### src/rtl/srff_arb_pkg.sv
// -----------------------------------------------------------------------------
// srff_arb_pkg
// Shared types and helpers for the sticky-flag round-robin arbiter.
//   arb_state_e : arbiter FSM states (IDLE, OFFER)
//   RR_MAX_N    : widest flag bank that rr_pick can search
//   rr_pick()   : round-robin search over an eligible vector, starting just
//                 above the last granted index and wrapping at n
// -----------------------------------------------------------------------------
package srff_arb_pkg;

  typedef enum logic {
    IDLE  = 1'b0,
    OFFER = 1'b1
  } arb_state_e;

  localparam int unsigned RR_MAX_N = 64;
  localparam int unsigned RR_IDX_W = $clog2(RR_MAX_N);

  // Returns the first set bit of eligible[n-1:0] found by searching upward
  // from (last_grant + 1) mod n with wrap-around. The last granted index is
  // visited last, so it only wins when nothing else is eligible. Returns 0
  // when nothing is eligible (callers only use the result when eligible != 0).
  // The loop has a constant bound so it unrolls into a fixed priority mux;
  // the wrap uses a subtract rather than a modulo since last_grant < n and
  // the step never exceeds n.
  function automatic int unsigned rr_pick(
    input logic [RR_MAX_N-1:0] eligible,
    input int unsigned         last_grant,
    input int unsigned         n
  );
    int unsigned cand;
    logic        found;
    rr_pick = 0;
    found   = 1'b0;
    for (int unsigned i = 1; i <= RR_MAX_N; i++) begin
      if (!found && (i <= n)) begin
        cand = last_grant + i;
        if (cand >= n) begin
          cand = cand - n;
        end
        if (eligible[cand[RR_IDX_W-1:0]]) begin
          rr_pick = cand;
          found   = 1'b1;
        end
      end
    end
  endfunction

endpackage

### src/rtl/srff_bank.sv
// -----------------------------------------------------------------------------
// srff_bank
// N independent set-dominant SR flags with synchronous active-high reset.
// Ports:
//   clk     : clock
//   rst     : synchronous reset, clears every flag
//   set_i   : per-flag set (wins over clear and ack in the same cycle)
//   clr_i   : per-flag software clear
//   ack_i   : per-flag clear from an accepted service handshake
//   pend_o  : registered flag state
// -----------------------------------------------------------------------------
module srff_bank #(
  parameter int N = 4
) (
  input  logic         clk,
  input  logic         rst,
  input  logic [N-1:0] set_i,
  input  logic [N-1:0] clr_i,
  input  logic [N-1:0] ack_i,
  output logic [N-1:0] pend_o
);

  logic [N-1:0] pend_q;
  logic [N-1:0] pend_d;

  generate
    for (genvar gi = 0; gi < N; gi++) begin : g_flag
      // Set has priority so an event arriving in the same cycle as its
      // service completion is never lost.
      assign pend_d[gi] = set_i[gi] ? 1'b1 :
                          (clr_i[gi] | ack_i[gi]) ? 1'b0 : pend_q[gi];
    end
  endgenerate

  always_ff @(posedge clk) begin
    if (rst) begin
      pend_q <= '0;
    end else begin
      pend_q <= pend_d;
    end
  end

  assign pend_o = pend_q;

endmodule

### src/rtl/srff_flag_arbiter.sv
// -----------------------------------------------------------------------------
// srff_flag_arbiter
// Bank of N sticky event flags plus a round-robin arbiter that offers one
// pending, unmasked flag at a time on a valid/ready service port. An accepted
// offer clears its flag (unless the flag is set again in that same cycle).
// Ports:
//   clk          : clock, all state changes on posedge
//   rst          : synchronous active-high reset
//   set_i        : per-flag set (pulse or level)
//   clr_i        : per-flag software clear
//   mask_i       : 1 = flag excluded from arbitration (still latches)
//   pend_o       : registered flag state, unaffected by mask_i
//   req_valid_o  : an offer is presented
//   req_id_o     : offered flag index, meaningful while req_valid_o = 1
//   req_ready_i  : service engine accepts the offer
//   busy_o       : FSM is in OFFER (same as req_valid_o)
// -----------------------------------------------------------------------------
module srff_flag_arbiter
  import srff_arb_pkg::*;
#(
  parameter  int N   = 4,
  localparam int IDW = $clog2(N)
) (
  input  logic           clk,
  input  logic           rst,
  input  logic [N-1:0]   set_i,
  input  logic [N-1:0]   clr_i,
  input  logic [N-1:0]   mask_i,
  output logic [N-1:0]   pend_o,
  output logic           req_valid_o,
  output logic [IDW-1:0] req_id_o,
  input  logic           req_ready_i,
  output logic           busy_o
);

  arb_state_e    state_q;
  logic          req_valid_q;
  logic [IDW-1:0] req_id_q;
  logic [IDW-1:0] last_grant_q;

  logic [N-1:0]        pend;
  logic [N-1:0]        ack;
  logic [N-1:0]        eligible;
  logic [RR_MAX_N-1:0] eligible_ext;
  logic [IDW-1:0]      pick_d;
  logic                accept;

  assign accept = req_valid_q & req_ready_i;

  generate
    for (genvar gi = 0; gi < N; gi++) begin : g_ack
      assign ack[gi] = accept & (req_id_q == IDW'(gi));
    end
  endgenerate

  srff_bank #(
    .N (N)
  ) u_bank (
    .clk    (clk),
    .rst    (rst),
    .set_i  (set_i),
    .clr_i  (clr_i),
    .ack_i  (ack),
    .pend_o (pend)
  );

  // Arbitration looks only at registered flags, never at set_i directly,
  // which is what gives the two-cycle set-to-offer latency.
  assign eligible     = pend & ~mask_i;
  assign eligible_ext = RR_MAX_N'(eligible);
  assign pick_d       = IDW'(rr_pick(eligible_ext, 32'(last_grant_q), N));

  always_ff @(posedge clk) begin
    if (rst) begin
      state_q      <= IDLE;
      req_valid_q  <= 1'b0;
      req_id_q     <= '0;
      last_grant_q <= IDW'(N - 1);
    end else begin
      case (state_q)
        IDLE: begin
          if (|eligible) begin
            req_id_q    <= pick_d;
            req_valid_q <= 1'b1;
            state_q     <= OFFER;
          end
        end
        OFFER: begin
          // Offers are never withdrawn: clearing or masking the offered flag
          // leaves the offer up until the service engine takes it.
          if (req_ready_i) begin
            last_grant_q <= req_id_q;
            req_valid_q  <= 1'b0;
            state_q      <= IDLE;
          end
        end
        default: begin
          state_q     <= IDLE;
          req_valid_q <= 1'b0;
        end
      endcase
    end
  end

  assign pend_o      = pend;
  assign req_valid_o = req_valid_q;
  assign req_id_o    = req_id_q;
  assign busy_o      = req_valid_q;

endmodule
### config.mk
export PLATFORM = sky130hd
export DESIGN_NAME = srff_flag_arbiter
export DESIGN_NICKNAME = d
export VERILOG_FILES = /design/src/rtl/srff_arb_pkg.sv /design/src/rtl/srff_bank.sv /design/src/rtl/srff_flag_arbiter.sv
export SDC_FILE = /design/constraint.sdc
export NUM_CORES = 1
export LEC_CHECK = 0
export BUFFER_PORTS_ARGS = -buffer_cell sky130_fd_sc_hd__buf_2
export CAP_MARGIN = 10
export CORE_MARGIN = 3
export CORE_UTILIZATION = 40
export DETAILED_ROUTE_END_ITERATION = 8
export GPL_TIMING_DRIVEN = 1
export PLACE_DENSITY_LB_ADDON = 0.12
export SYNTH_ARGS = -nofsm -noshare
export SYNTH_HDL_FRONTEND = slang
export SYNTH_SLANG_ARGS = --single-unit
### constraint.sdc
create_clock -name clk -period 2.15 [get_ports clk]
set_input_delay 0.43 -clock clk [delete_from_list [all_inputs] [get_ports clk]]
set_output_delay 0.43 -clock clk [all_outputs]
set_load 0.03 [all_outputs]
Yosys cells after proc, flatten, opt, wreduce, memory -nomap -nowiden. Index checks and enable logic that the tools add are counted.

Register bits after elaboration: 10. Output and inout bits: 8. Logic and storage cells: 91.

$add $sub $neg: 8. Mux-type cells: 41. $lt $le $gt $ge: 8. Equal/unequal tests: 5. Bitwise logic cells: 12. Reductions and logical operators: 9.

Operators with widths (number): $mux W6 (7); $lt A6 B7 Y1 const B (4); $bmux W1 S6 (4); $mux W1 (21); $mux W2 (7); $sub A3 B3 Y4 const B (3); $ge A3 B3 Y1 const B (3); $reduce_bool A2 Y1 (4); $add A2 B2 Y3 const B (2); $reduce_and A2 Y1 (3); $and A1 B1 Y1 (5); $sub A4 B3 Y5 const B (1); $add A2 B3 Y4 const B (1); $and A4 B4 Y4 (1); $eq A2 B2 Y1 const B (2); $ge A4 B3 Y1 const B (1); $ne A2 B2 Y1 const B (2); $not A4 Y4 (1); $or A1 B1 Y1 (4); $pmux W1 S2 (2); $reduce_or A4 Y1 (1); $add A2 B1 Y3 const B (1); $eq A2 B1 Y1 const B (1); $logic_not A2 Y1 (1); $not A1 Y1 (1).

Longest topological paths before layout.
Depth in word-level cells: 21. Mapped depth: 9. Gate-level depth less buffers: 7.

Cells and area by module. A second synthesis with hierarchy kept.

Cell total of the unflattened synthesis: 87. Area total of the unflattened synthesis: 745.7 um2.

By module, submodules not included: srff_flag_arbiter (area an instance 595.6 um2, seq. area each 120.1 um2, cells each 71, instances 1); srff_bank (area an instance 150.1 um2, seq. area each 80.1 um2, cells each 16, instances 1).

Worst setup path after synthesis. Ideal clock, no wire load.

Path kind: register to register. Start: register last_grant_q[1]. End: register req_id_q[1], in the netlist req_id_o[1]. Required time: 2.062 ns. Cell stages (with the launch flop): 8. Setup time: 0.088 ns. Period minus slack after synthesis: 1.724 ns. Arrival time: 1.636 ns. Path slack: 0.426 ns. Path buffers: 1. Cell sequence: dfxtp_1 inv_1 ha_1 clkbuf_1 nand3_1 a21oi_1 o21ai_2 a311oi_2.

Cells in the longest elaborated chain, start to end: 12. Elaborated cells on any way between the ends: 39. Those cells by class: add/sub: 8; order compare: 4; mux: 27.

RTL lines: start: declaration (RTL line srff_flag_arbiter.sv:39) `logic [IDW-1:0] last_grant_q;`; start signal: assignment (RTL line srff_flag_arbiter.sv:78) `last_grant_q <= IDW'(N - 1);`; start signal: assignment (RTL line srff_flag_arbiter.sv:92) `last_grant_q <= req_id_q;`; $add A2 B1 Y3 / $add A2 B2 Y3 (equally long branches) (RTL line srff_arb_pkg.sv:37) `cand = last_grant + i;`; $sub A3 B3 Y4 / $ge A3 B3 Y1 (equally long branches) (RTL line srff_arb_pkg.sv:39, srff_arb_pkg.sv:38); $mux W6 (RTL line srff_arb_pkg.sv:38) `if (cand >= n) begin`; $bmux W1 S6 / $mux W6 (equally long branches) (RTL line srff_arb_pkg.sv:41, srff_arb_pkg.sv:36); $mux W1 (not written as such) / $bmux W1 S6 (equally long branches) (RTL line srff_arb_pkg.sv:41) `if (eligible[cand[RR_IDX_W-1:0]]) begin`; $mux W2 / $mux W1 (equally long branches) (RTL line srff_arb_pkg.sv:41); $mux W2 (RTL line srff_arb_pkg.sv:41); $mux W2 (RTL line srff_arb_pkg.sv:36) `if (!found && (i <= n)) begin`; $mux W2 (RTL line srff_arb_pkg.sv:41); $mux W2 (RTL line srff_arb_pkg.sv:36); $mux W2 (RTL line srff_arb_pkg.sv:41); $mux W2 (*) (RTL line srff_arb_pkg.sv:36); end signal: assignment (RTL line srff_flag_arbiter.sv:83) `req_id_q <= pick_d;`; end: declaration (RTL line srff_flag_arbiter.sv:38) `logic [IDW-1:0] req_id_q;`.

Mark *: on every way between the ends. The rest lies on a longest branch, timed or not. The select of a mux whose other input is x is not followed. A chain may end at the register's enable or synchronous reset.

Worst setup path after layout.
Start: register last_grant_q[0]. End: register req_id_q[1], in the netlist req_id_o[1].

Same word-level chain as after synthesis.

==> flow_summary.yaml <==
setup_path:
  reg2reg_to: "req_id_o[1]"
  worstRegToRegCells: 6
  cp-start-kind: "register"
  cp-endpoint: "req_id_o[1]"
  cp.required_ns: 2.33
  critPathMaxStageDelay_ns: 0.48
  crit_path_max_fanout: 9
  r2r_slack_ns: 0.50
  crit_path_cell_trace: "inv_2, ha_1, nand3_1, a21oi_1, o21ai_2, a311oi_2"
  cp.arrival_ns: 1.83
  cp_slowest_cell: "ha_1"
  r2r-start: "last_grant_q[0]"
  end_kind: "register"
  worstSetupPathType: "register to register"
  cp-startpoint: "last_grant_q[0]"
layout:
  fin_cells: 136
  num-fill-cells: 161
  syn_to_final_growth_pct: 21.3
  final_core_util: 0.541
  drive_gt1_frac: 0.304
  antennaDiodeCount: 0
  nets: 132
logic_synthesis:
  yosysSeqAreaShare: 0.282
  syn_area_um2: 711
  async_flop_share: 0
  synth_ff_type: "dfxtp_1"
  yosys_warnings: 0
  synth_area_per_cell_um2: 7.99
  synth_fp_nets: 107
  yosysUniqueCellTypes: 34
  synth_edf_count: 0
  syn-instance-count: 89
  ys_ff_latch: 10
floorplan:
  io_pins: 23
  num_rows: 14
  die_w_um: 48.2
  coreArea_um2: 1590
  die_area_um2: 2320
  initial_utilization: 0.446
  die_y_um: 48.2
timing:
  fmax_mhz: 607
  relSlewSlack: 0.732
  holdWs_ns: 0.385
  setup_ws_ns: 0.504
  min_period_ns: 1.65
  worstMarginPinSlew_ns: 0.396
  rsz0062_at_grt: "false"
  fin_setup_tns_ns: 0
  hold_violations: 0
  fin_crit_sh: 0.766
  skew_ns: 0.00652
  finalSetupViolCount: 0
  drv_slew: 0
cts:
  root_buffer: "clkbuf_4"
  cts_tree: "done"
  htreeDepth: 1
  clk_pin_slew_ns: 0.06
  insertion_delay_ns: 0.26
  post_cts_buffers: 0
  post_cts_resized: 0
  clk_path_buf_depth: 2
  cts_num_sinks: 10
  cts_buffers: 3
  cts_hold_buffers: 0
detailed_routing:
  drc: 0
  post_drt_wl_per_cell_um: 12.6
  wl_um: 1710
  drt_iter0_drc: 16
  vias: 715
  drtAntennaViolNets: 0
  via_per_inst: 5.26
  dr.pass1.iters: 4
global_routing:
  grt_max_degree: 11
  antenna_found_initial: 0
  overflow: 0
  grt_usage: 0.170
  grt_pass1_wl_um: 2770
  grt_pass1_vias: 647
power:
  p_leak_uw: 0.000414
  power_density_nw_per_um2: 598
  peakVddDrop_v: 0.000384
place:
  dp_hpwl_um: 1360
  dp_cells: 133
  gp_congestion: 0.800
  dp_slack_ns: 0.448
  numPortBuffers: 22
flow_run:
  max_cap_violations: 0
run_status:
  outcome: "complete, no violations"
hold_path:
  hold_class: "input port to register"
==> placed cells by master (no fill, tap or decap), types with 2 or more instances in the layout <==
cell type,n
a211o_1,2
a21oi_1,5
a31oi_1,4
and3_1,2
and3b_1,2
buf_2,22
buf_4,2
clkbuf_4,3
dfxtp_1,10
ha_1,3
inv_1,4
inv_2,2
mux2i_1,4
nand2_1,8
nand2b_1,4
nand3_1,4
nor2_1,13
o21ai_0,2
==> metal layers <==
metal,global-route usage,part of all wire,vias to the layer above
met5,0,0,-
met4,0.0215,0,0
met3,0.0554,0.063,0
met2,0.268,0.47,24
met1,0.231,0.47,324
li1,-,-,367
==> sequential cells by signal, summed over array words and instances, names as in the netlist <==
signal         count
req_id_o           2
busy_o             1
state_q            1
u_bank.pend_o      4
last_grant_q       2
==> logic make-up (layout without fill, tap and decap cells) <==
logic type	Yosys count	in the layout	share of synthesized area
AO/OA/AOI/OAI	23	23	0.257
flip-flops	10	10	0.282
buffers and inverters	10	33	0.0687
multiplexers	4	4	0.0563
AND/OR/NAND/NOR	39	39	0.283
adder cells (fa/ha/maj)	3	3	0.0528
==> final cells by class <==
cell class | count | area (um^2) | share of cell area
multi-input combinational | 69 | 462 | 0.536
sequential | 10 | 200 | 0.232
timing repair buffer | 24 | 125 | 0.145
tap | 24 | 30.0 | 0.0348
clock buffer | 3 | 22.5 | 0.0261
inverter | 6 | 22.5 | 0.0261
==> through the flow <==
stage | total power, uW | cell area (um^2)
6_report | 516 | 862
5_1_grt | 551 | 862
4_1_cts | 522 | 862
3_5_place_dp | 396 | 840
3_3_place_gp | 396 | 840
2_1_floorplan | 349 | 711
==> cell usage after synthesis, types with 3 or more instances <==
library cell | number | area, um^2
ha_1 | 3 | 37.5
nor2_1 | 13 | 48.8
a21oi_1 | 5 | 25.0
nand2_1 | 8 | 30.0
nand2b_1 | 4 | 25.0
nand3_1 | 4 | 20.0
a31oi_1 | 4 | 25.0
inv_1 | 4 | 15.0
mux2i_1 | 4 | 40.0
dfxtp_1 | 10 | 200
==> worst min-delay path by stage <==
stage / to / cells after the start / slack [ns] / start
after floorplan: state_q / 1 / 0.53 / state_q
after global placement: u_bank.pend_o[1] / 2 / 0.52 / u_bank.pend_o[1]
after detailed placement: busy_o / 2 / 0.55 / busy_o
after CTS: u_bank.pend_o[3] / 3 / 0.38 / set_i[3]
after global routing: u_bank.pend_o[3] / 3 / 0.38 / set_i[3]
final: u_bank.pend_o[3] / 3 / 0.39 / set_i[3]
==> critical path: cells and delay by family (launching register included) <==
kind,cells,cell delay [ns]
compound gates,3,0.54
fa+ha+maj,1,0.48
flops,1,0.35
simple gates,1,0.12
buf+inv,1,0.08
==> power breakdown <==
| group | internal [uW] | switching [uW] |
|---|---|---|
| clock | 64.4 | 58.9 |
| sequential | 203 | 20.4 |
| combinational | 66.8 | 102 |
Power figures use the tool's default switching activity.
